<file path="src/rtl/shift_pkg.sv">
// Shared encodings for the iterative shifter: operation modes and controller states.
package shift_pkg;

  typedef enum logic [1:0] {
    MODE_SLL = 2'b00,
    MODE_SRL = 2'b01,
    MODE_SRA = 2'b10,
    MODE_ROR = 2'b11
  } shift_mode_e;

  typedef enum logic [1:0] {
    ST_IDLE  = 2'd0,
    ST_SHIFT = 2'd1,
    ST_DONE  = 2'd2
  } shift_state_e;

endpackage

</file>
<file path="src/rtl/shift_unit_if.sv">
// Request/response bundle between a requester (master) and the shift unit (slave).
interface shift_unit_if #(
  parameter int WIDTH = 32
) ();
  localparam int SHAMT_W = $clog2(WIDTH);

  logic               start;
  logic [1:0]         mode;
  logic [SHAMT_W-1:0] shamt;
  logic [WIDTH-1:0]   din;
  logic               busy;
  logic               done;
  logic [WIDTH-1:0]   dout;

  modport master (output start, mode, shamt, din, input busy, done, dout);
  modport slave  (input start, mode, shamt, din, output busy, done, dout);
endinterface

</file>
<file path="src/rtl/shift_step.sv">
// One cycle's worth of shifting: moves the operand by k (0..STEP) positions
// in the selected direction/mode.
module shift_step
  import shift_pkg::*;
#(
  parameter int WIDTH = 32,
  parameter int STEP  = 1,
  localparam int KW   = $clog2(STEP + 1)
) (
  input  shift_mode_e      mode,
  input  logic [KW-1:0]    k,
  input  logic [WIDTH-1:0] a,
  output logic [WIDTH-1:0] y
);

  // With k=0 the left term of the rotate shifts by WIDTH and vanishes, leaving a.
  always_comb begin
    y = a;
    case (mode)
      MODE_SLL: y = a << k;
      MODE_SRL: y = a >> k;
      MODE_SRA: y = $unsigned($signed(a) >>> k);
      MODE_ROR: y = (a >> k) | (a << (WIDTH - int'(k)));
      default:  y = a;
    endcase
  end

endmodule

</file>
<file path="src/rtl/shift_unit.sv">
// Multi-cycle shifter: latches an operand on start, shifts it up to STEP bits per
// cycle until the requested amount is consumed, then pulses done for one cycle.
module shift_unit
  import shift_pkg::*;
#(
  parameter int WIDTH = 32,
  parameter int STEP  = 1
) (
  input  logic        clk,
  input  logic        reset,
  shift_unit_if.slave bus
);

  localparam int SHAMT_W = $clog2(WIDTH);
  localparam int KW      = $clog2(STEP + 1);
  localparam logic [SHAMT_W-1:0] STEP_CNT = SHAMT_W'(STEP);
  localparam logic [KW-1:0]      STEP_K   = KW'(STEP);

  shift_state_e       state;
  shift_mode_e        mode_q;
  logic [WIDTH-1:0]   acc;
  logic [WIDTH-1:0]   step_out;
  logic [SHAMT_W-1:0] cnt;
  logic [SHAMT_W-1:0] cnt_next;
  logic [KW-1:0]      k;
  logic               busy_q;
  logic               done_q;

  // The last step may be shorter than STEP when the remaining count is smaller.
  always_comb begin
    k        = (cnt < STEP_CNT) ? cnt[KW-1:0] : STEP_K;
    cnt_next = cnt - SHAMT_W'(k);
  end

  shift_step #(
    .WIDTH(WIDTH),
    .STEP (STEP)
  ) u_step (
    .mode(mode_q),
    .k   (k),
    .a   (acc),
    .y   (step_out)
  );

  // busy and done are registered alongside the state so they change only on edges.
  always_ff @(posedge clk or posedge reset) begin
    if (reset) begin
      state  <= ST_IDLE;
      mode_q <= MODE_SLL;
      acc    <= '0;
      cnt    <= '0;
      busy_q <= 1'b0;
      done_q <= 1'b0;
    end else begin
      case (state)
        ST_IDLE: begin
          done_q <= 1'b0;
          if (bus.start) begin
            acc    <= bus.din;
            cnt    <= bus.shamt;
            mode_q <= shift_mode_e'(bus.mode);
            busy_q <= 1'b1;
            if (bus.shamt != '0) begin
              state <= ST_SHIFT;
            end else begin
              state  <= ST_DONE;
              done_q <= 1'b1;
            end
          end
        end
        ST_SHIFT: begin
          acc <= step_out;
          cnt <= cnt_next;
          if (cnt_next == '0) begin
            state  <= ST_DONE;
            done_q <= 1'b1;
          end
        end
        ST_DONE: begin
          state  <= ST_IDLE;
          busy_q <= 1'b0;
          done_q <= 1'b0;
        end
        default: begin
          state  <= ST_IDLE;
          busy_q <= 1'b0;
          done_q <= 1'b0;
        end
      endcase
    end
  end

  assign bus.busy = busy_q;
  assign bus.done = done_q;
  assign bus.dout = acc;

endmodule

</file>
<file path="src/flat_wrapper.sv">
// flat-port wrapper written by rule: the top's interface ports become plain ports
module shift_unit_flat import shift_pkg::*;
#(
  parameter int WIDTH = 32,
  parameter int STEP  = 1
)
  (clk, reset, bus_start, bus_mode, bus_shamt, bus_din, bus_busy, bus_done, bus_dout);
  shift_unit_if #(.WIDTH(WIDTH)) bus_i ();
  input  logic clk;
  input  logic reset;
  input wire logic [$bits(bus_i.start)-1:0] bus_start;
  input wire logic [$bits(bus_i.mode)-1:0] bus_mode;
  input wire logic [$bits(bus_i.shamt)-1:0] bus_shamt;
  input wire logic [$bits(bus_i.din)-1:0] bus_din;
  output wire logic [$bits(bus_i.busy)-1:0] bus_busy;
  output wire logic [$bits(bus_i.done)-1:0] bus_done;
  output wire logic [$bits(bus_i.dout)-1:0] bus_dout;
  assign bus_i.start = bus_start;
  assign bus_i.mode = bus_mode;
  assign bus_i.shamt = bus_shamt;
  assign bus_i.din = bus_din;
  assign bus_busy = bus_i.busy;
  assign bus_done = bus_i.done;
  assign bus_dout = bus_i.dout;
  shift_unit #(.WIDTH(WIDTH), .STEP(STEP)) u_core (.clk(clk), .reset(reset), .bus(bus_i));
endmodule
</file>
<file path="config.mk">
export PLATFORM = sky130hd
export DESIGN_NAME = shift_unit_flat
export DESIGN_NICKNAME = d
export VERILOG_FILES = /design/src/rtl/shift_pkg.sv /design/src/rtl/shift_unit_if.sv /design/src/rtl/shift_step.sv /design/src/rtl/shift_unit.sv /design/src/flat_wrapper.sv
export SDC_FILE = /design/constraint.sdc
export NUM_CORES = 1
export LEC_CHECK = 0
export CAP_MARGIN = 40
export CORE_ASPECT_RATIO = 0.6
export CORE_MARGIN = 2
export CORE_UTILIZATION = 35
export DETAILED_ROUTE_END_ITERATION = 7
export PLACE_DENSITY = 0.63
export SYNTH_ARGS = -nofsm -noshare
export SYNTH_HDL_FRONTEND = slang
export SYNTH_HIERARCHICAL = 1
export SYNTH_SLANG_ARGS = --single-unit
</file>
<file path="constraint.sdc">
create_clock -name clk -period 2.5 [get_ports clk]
set_input_delay 0.75 -clock clk [delete_from_list [all_inputs] [get_ports clk]]
set_output_delay 0.75 -clock clk [all_outputs]
set_load 0.02 [all_outputs]
</file>
==> results.cfg, run 1 <==
[pwr]
clock_power_share_pct = 11.5
cellLeakagePower_nw = 1.64
power_frac_comb_pct = 59.4
ir_drop_uv = 676
p_sw_mw = 2.38
p_sw_share_pct = 43.8
powerDensity_mw_per_mm2 = 1430
sequentialPowerShare_pct = 29.1
p_int_mw = 3.06

[sta]
fin_hold_ws_ps = 485
setup_viol = 0
timing.final.max_slew_violations = 0
period_minus_slack_ps = 2160
slew_headroom_pct = 71.1
timing.final.crit_share_pct = 86.2
clock_skew_ps = 2.21
hold_violations = 0
worst_slew_pin_slew_ps = 434
rsz_0062_raised_after_global_routing = no
fin_setup_tns_ps = 0
max_freq_mhz = 464

[floorplanning]
die_width_um = 120
die-height_um = 73.6
ios = 76
die_footprint_mm2 = 0.00883
floorplan.initialDensity_pct = 36.0
num_rows = 25
core_region_area_mm2 = 0.00785

[critical_path]
timing.critical_path.depth = 1
crit_path_end_kind = primary output
worstSetupPathType = reg -> out
worstReg2RegStart = u_core/cnt[2]
highest_net_fanout_along_the_worst_path = 5
crit_family = buffers and inverters
cp-endpoint = bus_dout[15]
setup.worst_path.start = u_core/bus.dout[15]
rr_worst_depth = 6
cp.buffers_inverters = 1
r2r_setup_slack_ps = 350
crit_chain = clkdlybuf4s50_1
startpoint_type = register
critPathSlowestCell = sky130_fd_sc_hd__clkdlybuf4s50_1
timing.rr.end = u_core/state[0]
worst_ep_arrival_time_ps = 1410
critPathRequiredTime_ps = 1750
slowest_stage_delay_cp_ps = 660

[clock_tree]
htree_levels = 2
clock-root-buffer = sky130_fd_sc_hd__clkbuf_16
cts-buffers-inserted = 5
cts_num_sinks = 43
tritoncts = done
cts.reportedPaths.clkPinSlew_ps = 60
insertion_delay_ps = 280
postCtsHoldBufs = 0
post-cts-setup-buffers = 0
ctsResizeCount = 0
cts_max_path_buffers = 2

[finish]
num_antenna_cells = 0
most_common_cell_after_layout_fill_and_taps_aside = sky130_fd_sc_hd__clkdlybuf4s50_1
final_net_count = 426
mostFrequentLayoutCells = 75 x sky130_fd_sc_hd__clkdlybuf4s50_1, 63 x sky130_fd_sc_hd__mux2i_1, 43 x sky130_fd_sc_hd__dfrtp_1
synthToLayoutAreaGrowth_pct = 34.9
drive_above_1_share_pct = 6.79

[synthesis]
synth.area.top_cells = sky130_fd_sc_hd__dfrtp_1 38%, sky130_fd_sc_hd__mux2i_1 22%, sky130_fd_sc_hd__a21oi_1 5.8%
yosys.area.top_type_share_pct = 38.1
synthesis.instances = 315
synth.yosys.seq_area_share_pct = 38.1
mappedNetlistArea_mm2 = 0.00282
number_of_enable_flip_flop_cells_after_synthesis = 0
synth.lib_cells_used.distinct = 39
synth_nets = 359
synth.avg_cell_area_um2 = 8.96
yosys_warnings = 6
netlist.top_cell.by_area = sky130_fd_sc_hd__dfrtp_1
yosys_most_used_dff = sky130_fd_sc_hd__dfrtp_1
ys_seq_elements = 43
synth_async_sr_flop_share_pct = 100

[place]
numPortBuffers = 75
gp_congestion = 0.744
detailedPlacementHpwl_um = 5290

[run_status]
status = completed

[min_path]
worst_hold_path_type = reg -> reg

[routing]
route.vias.total = 2442
vias_per_cell = 4.97
route.detailed.wl_per_inst_um = 14.8
drt_first_pass_iters = 4
drt_first_iter_violations = 110
drt-total-wl_um = 7280
remaining_drc_errors = 0
antenna_violating_nets_left = 0

[global_routing]
grt_first_pass_wirelength_um = 12400
grt_antenna_before_repair = 0
grt-ovfl-total = 0
grtUsageTotal_pct = 17.7
vias_in_the_first_global_route = 2446
maximum_number_of_pins_on_one_net_before_global_route_repair = 54

[job]
maxCapViolCount = 0
cells by family (layout without fill, tap and decap cells):
group	after synthesis	in the layout	synth area share [%]
AND/OR/NAND/NOR	90	90	14.6
flip-flops	43	43	38.1
multiplexers	65	65	23.1
adder cells (fa/ha/maj)	2	2	0.886
buffers and inverters	30	98	6.60
AO/OA/AOI/OAI	84	84	16.3
XOR/XNOR	1	1	0.310
cells in the mapped netlist (all sizes together) (3+ instances only):
cell type,instances
mux2i,63
dfrtp,43
o21ai,38
nand2,36
nor2,36
a21oi,33
buf,14
clkbuf,10
inv,6
nor3b,4
nand2b,3
per-layer routing:
metal / track usage (%) / share of wire (%) / routed length [um] / vias up
met4: 2.35 / 0 / 0 / 0
met1: 25.8 / 50 / 3620 / 1136
li1: - / - / - / 1248
met5: 0 / 0 / 0 / -
met3: 3.96 / 5.5 / 398 / 0
met2: 27.7 / 45 / 3270 / 58
sequential cells by signal, indices dropped and copies added (netlist names):
name and count:
u_core/bus.dout 32, u_core/cnt 5, u_core/mode_q 2, u_core/state 2, u_core/bus.busy 1, u_core/bus.done 1
how the worst min path moves through the flow:
stage / endpoint / depth (start not counted) / slack [ps] / from
after detailed placement: u_core/bus.busy / 1 / 470 / u_core/bus.busy
after floorplan: u_core/cnt[3] / 2 / 530 / u_core/cnt[3]
after global routing: u_core/bus.busy / 1 / 500 / u_core/bus.busy
after CTS: u_core/bus.busy / 1 / 490 / u_core/bus.busy
after global placement: u_core/bus.busy / 1 / 470 / u_core/bus.busy
final: u_core/bus.busy / 1 / 490 / u_core/bus.busy
stage by stage:
stage / area [um2] / setup slack (ps) / utilization, % / std cells / power (mW)
4_1_cts: 3810 / 333 / 48.5 / 491 / 5.50
3_3_place_gp: 3670 / 278 / 46.8 / 483 / 4.75
6_report: 3810 / 344 / 48.5 / 491 / 5.44
5_1_grt: 3810 / 206 / 48.5 / 491 / 5.90
2_1_floorplan: 2820 / 440 / - / 315 / 3.81
3_5_place_dp: 3670 / 247 / 46.8 / 483 / 4.85
power by group through the flow:
stage | sequential (mW) | clock (mW) | combinational (mW)
floorplan | 1.74 | 0 | 2.07
global placement | 1.58 | 0 | 3.17
detailed placement | 1.60 | 0 | 3.26
CTS | 1.59 | 0.650 | 3.26
global route | 1.66 | 0.670 | 3.56
finish | 1.59 | 0.626 | 3.23
layout make-up:
class | instances | area [um2]
well taps | 108 | 135
flip-flops and latches | 43 | 1080
inverters | 6 | 22.5
multi-input cells | 242 | 1580
fillers | 757 | 4040
clock buffers | 7 | 133
repair buffers | 84 | 856
clock inverters | 1 | 5.00
No activity file was read; power rests on OpenSTA's default activity.
==> run 2, diff against run 1 <==
TNS_END_PERCENT = 30   (was not set)
==> results of run 2 <==
The final DEF is identical to that of run 1; final timing and power are the same.
==> patch 1, RTL diff (config.mk and constraints of run 2) <==
Make the reset (`reset`) synchronous in one clocked block.
--- a/src/rtl/shift_unit.sv
+++ b/src/rtl/shift_unit.sv
@@ -43,7 +43,7 @@
   );
 
   // busy and done are registered alongside the state so they change only on edges.
-  always_ff @(posedge clk or posedge reset) begin
+  always_ff @(posedge clk) begin
     if (reset) begin
       state  <= ST_IDLE;
       mode_q <= MODE_SLL;
Behaviour: differs if reset is asserted again (counterexample within 4 cycles, from zero or initial values and one cycle with reset high); with reset held inactive, the same outputs for 4 cycles.
==> patch 1 against run 2 <==
  * Critical path depth is the same
  * Routed wire length grew 0.40%
  * Design area shrank 4.2%
  * Die area shrank 4.5%
  * Sequential power shrank 35%
  * Worst hold slack gained 0.016 ns
  * Sequential share of layout area shrank 4.6 points
  * Worst setup slack gained 0.031 ns
  * Sequential cell count is the same
  * Total power shrank 39%
  * Area after synthesis shrank 4.7%
  * Critical path type unchanged
==> patch 1: results (changes against run 2) <==
GRT:
- The total global routing track utilization was 18.0% (+0.28 points).
- The largest net degree at the start of global routing came to 51 (-5.6%).
- The via count of the first global-routing pass came to 2331 (-4.7%).
- The global-route wire length before repair is 12.0 mm (-3.6%).

Hold path:
- The hold-critical path endpoint is u_core/bus.busy.
- The worst min-delay path startpoint is u_core/bus.busy.
- The count of cells along the worst hold path is 2 (+1).

Final layout:
- The count of filler cells inserted in the layout is 720 (-4.9%).
- The total number of nets in the final design is 463 (+8.7%).

Logic synthesis:
- The compound-gate portion of the synthesized area is 22.4% (+6.1 points).
- The xor/xnor cell area share of the yosys netlist is 0.325% (+0.015 points).
- The adder and majority cell fraction of the synthesized area was 0.930% (+0.044 points).
- Yosys attributes the largest share of cell area to dfxtp_1 (32%), mux2i_1 (12%), a311oi_1 (11%).
- The portion of the post-synthesis area used by sequential elements is 32.0% (-6.1 points).
- The number of nets in the synthesized netlist is 404 (+13%).
- In the synthesized netlist the dominant register cell turns out to be dfxtp_1.
- The mux share of post-synthesis cell area came to 11.9% (-11 points).

STA:
- The minimum setup slack in the final design is 0.375 ns (+0.0309 ns).
- The worst-case clock skew is 0.00713 ns (+0.00492 ns).
- The final worst hold slack is 0.501 ns (+0.0158 ns).
- The actual slew at the worst max-slew pin is 0.590 ns (+0.156 ns).

Critical path:
- The first element of the critical path is u_core/bus.dout[24].
- The worst register-to-register path begins at u_core/cnt[0].
- The endpoint of the worst-slack reg-to-reg timing path is u_core/bus.dout[31].
- The number of cell instances on the worst register-to-register path is 8 (+2).
- The flop-to-flop setup slack is 0.63 ns (+0.28 ns).

Drt:
- The total wirelength of the detailed-routed design was 7.31 mm (+0.40%).
- The average wire per cell in the routed design is 14.0 um (-5.9%).
- The routed via count is 2644 (+8.3%).

Placement:
- The worst setup timing slack at the placement stage came to 0.249 ns (+0.00224 ns).
- The global placement routability congestion is 0.871 (+17%).
- The area of placed instances is 0.00350 sq mm (-4.6%).
- The final HPWL from detailed placement came to 5.10 mm (-3.6%).
- The total placed cells including tap cells is 516 (+6.8%).

Pwr:
- The static power due to leakage is 0.00153 uW (-6.7%).
- The largest voltage drop on the vdd net was 322 uV (-52%).

Status:
- The run finished with clean final reports.
==> patch 1: final cells by class <==
cell class | instances | area share [%]
multi-input cells | 276 | 44.1
clock inverters | 3 | 0.549
inverters | 9 | 0.926
repair buffers | 84 | 23.8
well taps | 104 | 3.57
flip-flops and latches | 43 | 23.6
clock buffers | 5 | 3.43
==> patch 1: report_power, final <==
part | switching (uW) | leakage, uW | total, uW | internal (uW)
clock | 276 | 0.0000658 | 644 | 368
combinational | 907 | 0.00111 | 1660 | 754
sequential | 204 | 0.000357 | 1040 | 836
total | 1390 | 0.00153 | 3340 | 1960
==> patch 1: layer usage <==
metal  up-vias  track usage (%)  wire length (um)
met5         -                0                 0
met2        80             24.3              2850
met1      1165             28.9              3980
li1       1397                -                 -
met3         2             4.18               465
met4         0             2.75                14
==> patch 2, RTL diff (settings of run 2) <==
Without the edit above. `WIDTH` is set to 32 in 4 places; all go to 16.
--- a/src/rtl/shift_unit_if.sv
+++ b/src/rtl/shift_unit_if.sv
@@ -1,6 +1,6 @@
 // Request/response bundle between a requester (master) and the shift unit (slave).
 interface shift_unit_if #(
-  parameter int WIDTH = 32
+  parameter int WIDTH = 16
 ) ();
   localparam int SHAMT_W = $clog2(WIDTH);
 
--- a/src/rtl/shift_step.sv
+++ b/src/rtl/shift_step.sv
@@ -3,7 +3,7 @@
 module shift_step
   import shift_pkg::*;
 #(
-  parameter int WIDTH = 32,
+  parameter int WIDTH = 16,
   parameter int STEP  = 1,
   localparam int KW   = $clog2(STEP + 1)
 ) (
--- a/src/rtl/shift_unit.sv
+++ b/src/rtl/shift_unit.sv
@@ -3,7 +3,7 @@
 module shift_unit
   import shift_pkg::*;
 #(
-  parameter int WIDTH = 32,
+  parameter int WIDTH = 16,
   parameter int STEP  = 1
 ) (
   input  logic        clk,
--- a/src/flat_wrapper.sv
+++ b/src/flat_wrapper.sv
@@ -1,7 +1,7 @@
 // flat-port wrapper written by rule: the top's interface ports become plain ports
 module shift_unit_flat import shift_pkg::*;
 #(
-  parameter int WIDTH = 32,
+  parameter int WIDTH = 16,
   parameter int STEP  = 1
 )
   (clk, reset, bus_start, bus_mode, bus_shamt, bus_din, bus_busy, bus_done, bus_dout);
Interface: changed (resized bus_din, bus_dout and bus_shamt); port bits go from 76 to 43. The function was not compared with the original's and may differ.
==> patch 2 against run 2 <==
  * Total power down 50%
  * Routed wire length is 48% lower
  * Sequential cell count decreased by 17
  * Combinational power is 50% lower
  * Area after synthesis shrank 42%
  * First-iteration DRC count grew 16%
  * Design area fell by 44%
  * Worst setup slack got worse by 0.11 ns
==> patch 2: results (changes against run 2) <==
Drt:
- The total wirelength of the detailed-routed design is 3.80 mm (-48%).
- The length of routed wiring on met1 is 2.03 mm (-44%).
- The met3 routed wirelength was 219 um (-45%).

Logic synthesis:
- The number of different library cells in the post-synthesis netlist is 35 (-10%).
- By area the synthesized netlist is led by dfrtp_1 (39%), mux2i_1 (19%), a21oi_1 (9.7%).
- The number of storage elements in the synthesis netlist is 26 (-40%).
- The portion of the post-synthesis area used by sequential elements is 39.5% (+1.4 points).
- The most instantiated library cell after synthesis is nor2_1.

Critical path:
- The flop-to-flop setup slack is 0.23 ns (-0.12 ns).
- The capturing instance or port of the critical path is u_core/state[0].
- The critical path starts at u_core/cnt[2].
- The top fanout value on the critical path is 8 (+3).

STA:
- The actual slew at the worst max-slew pin came to 0.709 ns (+0.275 ns).

Final layout:
- The combined area of the multi-input logic cells came to 882 sq um (-44%).
- The data-path buffer share of cell area in the final layout is 21.7% (-0.72 points).
- The flip-flop count of the largest register after layout came to 16 (-50%).
- The multi-input combinational cell count was 133 (-45%).
- The share of final layout cell area taken by clock buffers and inverters was 1.93% (-1.7 points).

Placement:
- The global placement routability congestion is 0.775 (+4.2%).
- The final HPWL from detailed placement is 2.65 mm (-50%).

Pwr:
- The static power due to leakage was 0.000894 uW (-45%).
- The total clock network power is 244 uW (-61%).
- The combinational power is 1600 uW (-50%).
- The cell-internal power is 1520 uW (-50%).
- The power share of the clock group was 8.9% (-2.6 points).

Status:
- The flow ran to the end, and the final reports show no timing, DRC or antenna violations.

Clock tree:
- The total clock buffers created by CTS is 3 (-2).
- The H-tree depth is 1 (-1).
- The clock-pin slew of the registers on the worst-case setup and hold paths is 0.09 ns (+0.03 ns).
- The CTS root buffer is clkbuf_8.

GRT:
- The via count of the first global-routing pass is 1271 (-48%).
- The total global routing track utilization was 15.2% (-2.5 points).
- The largest net degree at the start of global routing was 27 (-50%).
- The global-route wire length before repair is 6.33 mm (-49%).
patch 2: stage by stage:
step	area [sq um]	hold slack, ns	instances	util, %	setup slack [ns]
2_1_floorplan	1650	0.484	177	-	0.462
3_3_place_gp	2100	0.490	276	46.2	0.330
3_5_place_dp	2100	0.499	276	46.2	0.287
4_1_cts	2140	0.520	279	47.1	0.272
5_1_grt	2140	0.567	279	47.1	0.0482
6_report	2140	0.513	279	47.1	0.234
patch 2: logic make-up after synthesis:
kind of cell             after synthesis  synth area share, %
flip-flops                            26                 39.5
adder cells (fa/ha/maj)                1                0.759
XOR/XNOR                               1                0.532
buffers and inverters                 18                 6.98
AND/OR/NAND/NOR                       50                 13.9
AO/OA/AOI/OAI                         45                 16.2
multiplexers                          36                 22.2
patch 2: worst max-delay path, stage by stage, from the launching register on:
cell and delay (ns):
dfrtp_1 0.48, nor3_1 0.29, nor2_1 0.11, ha_1 0.33, or4b_1 0.45, o22a_1 0.27, a31o_1 0.23
